$ cat config.mk
export PLATFORM = sky130hd
export DESIGN_NAME = mmio_responder
export DESIGN_NICKNAME = d
export VERILOG_FILES = /design/src/rtl/mmio_pkg.sv /design/src/rtl/mmio_responder_input_sync.sv /design/src/rtl/mmio_responder.sv
export SDC_FILE = /design/constraint.sdc
export NUM_CORES = 1
export LEC_CHECK = 0
export BUFFER_PORTS_ARGS = -buffer_cell sky130_fd_sc_hd__clkbuf_2
export CORE_MARGIN = 5
export CORE_UTILIZATION = 56
export CTS_BUF_LIST = sky130_fd_sc_hd__clkbuf_8
export DETAILED_ROUTE_END_ITERATION = 8
export PLACE_DENSITY_LB_ADDON = 0.25
export REMOVE_ABC_BUFFERS = 1
export SLEW_MARGIN = 20
export SYNTH_ARGS = -nofsm -noshare
export SYNTH_HDL_FRONTEND = slang
export SYNTH_HIERARCHICAL = 1
export SYNTH_SLANG_ARGS = --single-unit
$ cat constraint.sdc
create_clock -name clk -period 2.8 [get_ports clk]
set_input_delay 0.14 -clock clk [delete_from_list [all_inputs] [get_ports clk]]
set_output_delay 0.14 -clock clk [all_outputs]
set_load 0.02 [all_outputs]
$ cat src/rtl/mmio_pkg.sv
// Shared constants for the data-memory bus responder: address map defaults,
// I/O register offsets and STATUS bit positions.
package mmio_pkg;

    localparam logic [31:0] RAM_BASE_DEFAULT  = 32'hEFFF_8000;
    localparam int unsigned RAM_WORDS_DEFAULT = 1024;
    localparam logic [31:0] IO_BASE_DEFAULT   = 32'hFFFF_0000;

    localparam logic [4:0] OFS_PORT_OUT  = 5'h00;
    localparam logic [4:0] OFS_PORT_IN   = 5'h04;
    localparam logic [4:0] OFS_EDGE      = 5'h08;
    localparam logic [4:0] OFS_TIMER     = 5'h0C;
    localparam logic [4:0] OFS_TIMER_CMP = 5'h10;
    localparam logic [4:0] OFS_STATUS    = 5'h14;

    localparam int unsigned STATUS_TIMER_MATCH = 0;
    localparam int unsigned STATUS_ACCESS_ERR  = 1;
    localparam int unsigned STATUS_BITS        = 2;

    localparam int unsigned PORT_IN_WIDTH = 8;
    localparam logic [31:0] TIMER_CMP_RESET = 32'hFFFF_FFFF;

    // True for the six implemented offsets inside the 32-byte I/O window.
    function automatic logic isIoOffsetUsed(input logic [4:0] ofs);
        case (ofs)
            OFS_PORT_OUT, OFS_PORT_IN, OFS_EDGE,
            OFS_TIMER, OFS_TIMER_CMP, OFS_STATUS: isIoOffsetUsed = 1'b1;
            default:                              isIoOffsetUsed = 1'b0;
        endcase
    endfunction

endpackage

$ cat src/rtl/mmio_responder_input_sync.sv
// Three-flop synchronizer for an asynchronous input bus; the second stage is
// the usable value and the third stage provides a one-cycle rising-edge pulse.
module input_sync #(
    parameter int unsigned WIDTH = 8
) (
    input  logic             clk,
    input  logic             reset,
    input  logic [WIDTH-1:0] asyncIn,
    output logic [WIDTH-1:0] syncOut,
    output logic [WIDTH-1:0] risePulse
);

    logic [WIDTH-1:0] s1_r;
    logic [WIDTH-1:0] s2_r;
    logic [WIDTH-1:0] s3_r;

    // Synchronizer chain, cleared by the synchronous reset.
    always_ff @(posedge clk) begin
        if (reset) begin
            s1_r <= {WIDTH{1'b0}};
            s2_r <= {WIDTH{1'b0}};
            s3_r <= {WIDTH{1'b0}};
        end else begin
            s1_r <= asyncIn;
            s2_r <= s1_r;
            s3_r <= s2_r;
        end
    end

    assign syncOut   = s2_r;
    assign risePulse = s2_r & ~s3_r;

endmodule

$ cat src/rtl/mmio_responder.sv
// Data-memory bus responder: decodes core loads/stores into the RAM region or
// the memory-mapped I/O registers (output port, input port, edges, timer, status).
module mmio_responder
    import mmio_pkg::*;
#(
    parameter logic [31:0] RAM_BASE  = RAM_BASE_DEFAULT,
    parameter int unsigned RAM_WORDS = RAM_WORDS_DEFAULT,
    parameter logic [31:0] IO_BASE   = IO_BASE_DEFAULT
) (
    input  logic                         clk,
    input  logic                         reset,
    input  logic [31:0]                  Address,
    input  logic [31:0]                  WriteData,
    input  logic                         MemWrite,
    input  logic                         MemRead,
    output logic [31:0]                  ReadData,
    output logic [$clog2(RAM_WORDS)-1:0] RamAddress,
    output logic                         RamMemWrite,
    output logic                         RamMemRead,
    input  logic [31:0]                  RamReadData,
    input  logic [7:0]                   PortIn,
    output logic [31:0]                  PortOut,
    output logic                         TimerIrq
);

    localparam int unsigned RAM_IDX_W = $clog2(RAM_WORDS);
    localparam logic [31:0] RAM_BYTES = 32'(RAM_WORDS) * 32'd4;

    logic [31:0]              ramOffset_s;
    logic                     ramHit_s;
    logic                     ioHit_s;
    logic [4:0]               ioOfs_s;
    logic                     aligned_s;
    logic                     anyStrobe_s;
    logic                     accessErr_s;
    logic                     ioWrite_s;
    logic                     wrPortOut_s;
    logic                     wrEdge_s;
    logic                     wrTimer_s;
    logic                     wrTimerCmp_s;
    logic                     wrStatus_s;
    logic [PORT_IN_WIDTH-1:0] portInSync_s;
    logic [PORT_IN_WIDTH-1:0] portInRise_s;
    logic                     timerMatch_s;
    logic [31:0]              portOutNext_s;
    logic [PORT_IN_WIDTH-1:0] edgeNext_s;
    logic [31:0]              timerNext_s;
    logic [31:0]              timerCmpNext_s;
    logic [STATUS_BITS-1:0]   statusNext_s;
    logic [PORT_IN_WIDTH-1:0] edgeClr_s;
    logic [STATUS_BITS-1:0]   statusClr_s;
    logic [STATUS_BITS-1:0]   statusSet_s;
    logic [31:0]              ioReadData_s;

    logic [31:0]              portOut_r;
    logic [PORT_IN_WIDTH-1:0] edgeFlags_r;
    logic [31:0]              timer_r;
    logic [31:0]              timerCmp_r;
    logic [STATUS_BITS-1:0]   status_r;

    input_sync #(
        .WIDTH(PORT_IN_WIDTH)
    ) u_portInSync (
        .clk      (clk),
        .reset    (reset),
        .asyncIn  (PortIn),
        .syncOut  (portInSync_s),
        .risePulse(portInRise_s)
    );

    // Address decode and access-error classification.
    always_comb begin
        ramOffset_s = Address - RAM_BASE;
        ramHit_s    = (Address >= RAM_BASE) && (ramOffset_s < RAM_BYTES);
        ioHit_s     = (Address[31:5] == IO_BASE[31:5]);
        ioOfs_s     = Address[4:0];
        aligned_s   = (Address[1:0] == 2'b00);
        anyStrobe_s = MemWrite | MemRead;
        accessErr_s = anyStrobe_s &
                      (~aligned_s | ~(ramHit_s | (ioHit_s & isIoOffsetUsed(ioOfs_s))));
    end

    assign RamAddress  = ramOffset_s[RAM_IDX_W+1:2];
    assign RamMemWrite = MemWrite & ramHit_s & aligned_s;
    assign RamMemRead  = MemRead & ramHit_s & aligned_s;

    // Per-register write enables; an erroneous access never reaches a register.
    always_comb begin
        ioWrite_s    = MemWrite & ioHit_s & ~accessErr_s;
        wrPortOut_s  = ioWrite_s & (ioOfs_s == OFS_PORT_OUT);
        wrEdge_s     = ioWrite_s & (ioOfs_s == OFS_EDGE);
        wrTimer_s    = ioWrite_s & (ioOfs_s == OFS_TIMER);
        wrTimerCmp_s = ioWrite_s & (ioOfs_s == OFS_TIMER_CMP);
        wrStatus_s   = ioWrite_s & (ioOfs_s == OFS_STATUS);
    end

    // Next-state values; hardware set conditions win over W1C clears.
    always_comb begin
        timerMatch_s = (timer_r == timerCmp_r);

        if (wrPortOut_s) begin
            portOutNext_s = WriteData;
        end else begin
            portOutNext_s = portOut_r;
        end

        if (wrEdge_s) begin
            edgeClr_s = WriteData[PORT_IN_WIDTH-1:0];
        end else begin
            edgeClr_s = {PORT_IN_WIDTH{1'b0}};
        end
        edgeNext_s = (edgeFlags_r & ~edgeClr_s) | portInRise_s;

        // A software store to TIMER overrides both the increment and the match reload.
        if (wrTimer_s) begin
            timerNext_s = WriteData;
        end else if (timerMatch_s) begin
            timerNext_s = 32'h0000_0000;
        end else begin
            timerNext_s = timer_r + 32'd1;
        end

        if (wrTimerCmp_s) begin
            timerCmpNext_s = WriteData;
        end else begin
            timerCmpNext_s = timerCmp_r;
        end

        if (wrStatus_s) begin
            statusClr_s = WriteData[STATUS_BITS-1:0];
        end else begin
            statusClr_s = {STATUS_BITS{1'b0}};
        end
        statusSet_s                     = {STATUS_BITS{1'b0}};
        statusSet_s[STATUS_TIMER_MATCH] = timerMatch_s & ~wrTimer_s;
        statusSet_s[STATUS_ACCESS_ERR]  = accessErr_s;
        statusNext_s = (status_r & ~statusClr_s) | statusSet_s;
    end

    // I/O register state; reset discards any store presented in the same cycle.
    always_ff @(posedge clk) begin
        if (reset) begin
            portOut_r   <= 32'h0000_0000;
            edgeFlags_r <= {PORT_IN_WIDTH{1'b0}};
            timer_r     <= 32'h0000_0000;
            timerCmp_r  <= TIMER_CMP_RESET;
            status_r    <= {STATUS_BITS{1'b0}};
        end else begin
            portOut_r   <= portOutNext_s;
            edgeFlags_r <= edgeNext_s;
            timer_r     <= timerNext_s;
            timerCmp_r  <= timerCmpNext_s;
            status_r    <= statusNext_s;
        end
    end

    // I/O read mux and load-data select; errors and non-loads read as zero.
    always_comb begin
        case (ioOfs_s)
            OFS_PORT_OUT:  ioReadData_s = portOut_r;
            OFS_PORT_IN:   ioReadData_s = {24'h00_0000, portInSync_s};
            OFS_EDGE:      ioReadData_s = {24'h00_0000, edgeFlags_r};
            OFS_TIMER:     ioReadData_s = timer_r;
            OFS_TIMER_CMP: ioReadData_s = timerCmp_r;
            OFS_STATUS:    ioReadData_s = {30'h0000_0000, status_r};
            default:       ioReadData_s = 32'h0000_0000;
        endcase

        if (!MemRead || accessErr_s) begin
            ReadData = 32'h0000_0000;
        end else if (ramHit_s) begin
            ReadData = RamReadData;
        end else begin
            ReadData = ioReadData_s;
        end
    end

    assign PortOut  = portOut_r;
    assign TimerIrq = status_r[STATUS_TIMER_MATCH];

endmodule

==> flow_metrics.tcl <==
set metrics [dict create \
    finalNonFillerCells 1296 \
    nets 1218 \
    place_area_um2 8470 \
    cts.clk_slew.worst_paths_ps 80 \
    yosys.area.top_type "dfxtp_1" \
    ys_warn_count 6 \
    hold_class "in -> reg" \
    initial_core_util 0.567 \
    synth_async_sr_flop_share 0 \
    finalCritPeriodShare 0.928 \
    drtAntennaViolNets 0 \
    diodes 0 \
    drt-initial-drc-count 531 \
    hold_viol_final 0 \
    worst_pin_slew_ps 843 \
    utilization 0.703 \
    insertion_delay_ps 460 \
    gp_congestion 0.919 \
    cts_root_buf "clkbuf_8" \
    fin_worst_skew_ps 10.9 \
    synthCells 917 \
    drv_cap 0 \
    slew_headroom 0.434 \
    path_max_fanout 19 \
    p_leak_nw 3.68 \
    num_rows 42 \
    grt_pass1_wl_um 36100 \
    endpoint_kind "output port" \
    ios 185 \
    stdcell_area_um2 9270 \
    layout-drive-gt1-share 0.274 \
    avgSynthCellArea_um2 8.15 \
    grt_pass1_vias 7023 \
    antenna_found_initial 0 \
    cp_cell_sequence "clkbuf_2 -> ha_1 -> buf_4 -> a211o_1 -> nand3_1 -> nand4_1 -> or4_2 -> buf_4 -> o22ai_2 -> clkbuf_2" \
    cts_tree "yes" \
    crit_slowest_cell "or4_2" \
    hold_ws_ps 84.2 \
    vias_per_cell 5.89 \
    status "finished clean" \
    synth_top_area_frac 0.348 \
    synth_top_cells_by_area "dfxtp_1 (35%), nand2_1 (7.7%), a21oi_1 (6.2%)" \
    hpwl_um 15600 \
    synth_cell_types 59 \
    dieHeight_um 126 \
    firstDrtPassIters 8 \
    core_um2 13200 \
    totalNegativeSetupSlack_ps 0 \
    cts_buffers 17 \
    maxSlewViolCount 0 \
    syn_area_um2 7480 \
    layout_common_cells "clkbuf_2 (183), nand2_1 (154), dfxtp_1 (130)" \
    wl_per_cell_um 17.4 \
    peakVddDrop_uv 323 \
    startpoint_type "input pin" \
    dieArea_um2 15800 \
    cts_htree_levels 4 \
    drt_wl_total_um 22500 \
    drc 0 \
    ys.flop_type "dfxtp_1" \
    dp.cells 1224 \
    max_stage_delay_ps 700 \
    critPathRequiredTime_ps 2660 \
    period_minus_slack_ps 2600 \
    rsz0062_at_grt "false" \
    p_per_area_nw_per_um2 417 \
    cts.sinks 130 \
    ctsLongestPathBuffers 2 \
    layout_commonest_cell "clkbuf_2" \
    yosysSeqAreaShare 0.348 \
    area_growth_pct 24.0 \
    crit_arrival_ps 2460 \
    place.port_buffers 184 \
    ys_ff_latch 130 \
    grt_max_degree 72 \
    holdPathStages 2 \
    fmax_ghz 0.385 \
    vias 7639 \
    die_x_um 126 \
    grt.overflow.total 0 \
    synth-edff-count 0 \
    worstRegToRegCells 6 \
    grt_use_total 0.276 \
    path_class "in -> out" \
    setup_viol 0 \
]
## metrics by stage
step / total power [mW] / setup slack (ps)
global route: 4.00 / 37.9
finish: 3.86 / 202
floorplan: 2.05 / -1400
CTS: 3.88 / 186
detailed placement: 2.26 / 189
global placement: 2.25 / 263
## metal layers
layer  vias to the layer above  GRT usage  part of all wire
li1                       3675          -                 -
met4                         0     0.0791             0.015
met3                        34     0.0542             0.072
met2                       303      0.464              0.49
met1                      3627      0.360              0.43
met5                         -          0                 0
## worst paths after layout
| path | from | endpoint | slack, ps |
|---|---|---|---|
| setup / recovery | Address[15] | ReadData[13] | 200 |
| hold / removal | reset | PortOut[8] | 80 |
| setup reg to reg | timer_r[6] | timer_r[25] | 560 |
| hold reg to reg | u_portInSync/s1_r[7] | u_portInSync/syncOut[7] | 430 |
## power breakdown
group	internal, mW	total (mW)	switching [mW]
clock network	0.797	1.60	0.802
logic	0.173	0.378	0.206
registers	1.87	1.89	0.0149
## synthesized netlist by cell type, drive strengths merged (4+ instances only)
cell type and instances:
dfxtp 130, nor2 22, a222oi 8, clkbuf 54, a21oi 92, mux2 8, xor2 18, nand3 55
buf 32, nor4 11, and2 7, a22o 30, nand2 154, inv 14, nor3 20, nand4 55
and2b 4, and3 10, nor2b 29, xnor2 50, a311oi 8, mux2i 31, o22ai 33
## cells by family after synthesis
kind of cell | after synthesis | share of synthesized area
and+or+nand+nor | 386 | 0.265
AOI/OAI and AO/OA | 190 | 0.184
DFF | 130 | 0.348
buffers and inverters | 101 | 0.0653
xor gates and xnor gates | 68 | 0.0797
muxes | 39 | 0.0536
adders and majority gates | 3 | 0.00502
## critical path, delay by kind of cell
kind                       cells  cell delay (ps)
and+or+nand+nor                3              870
buffers and inverters          4              740
AOI/OAI and AO/OA              2              460
adders and majority gates      1              230
## final cells by class
cell class                      count  area [um^2]
Multi-Input combinational cell    686         4420
Clock inverter                     15          159
Fill cell                        1058         3920
Timing Repair Buffer              257         1570
Clock buffer                       17          234
Tap cell                          176          220
Inverter                           15         56.3
Sequential cell                   130         2600
## what timing repair did
action                                 in CTS  in global routing
resized for setup                           0                  1
setup buffers                               0                  0
endpoints found under the hold margin     112                  0
hold buffers                               40                  0
setup endpoints to repair                   0                  7
## sequential cells by signal (all words and copies together), names as in the netlist
name and flops:
u_portInSync/s1_r 8, status_r 2, u_portInSync/syncOut 8, timerCmp_r 32, PortOut 32, timer_r 32
edgeFlags_r 8, u_portInSync/s3_r 8
Note: power is estimated with default switching activity, not from simulation.
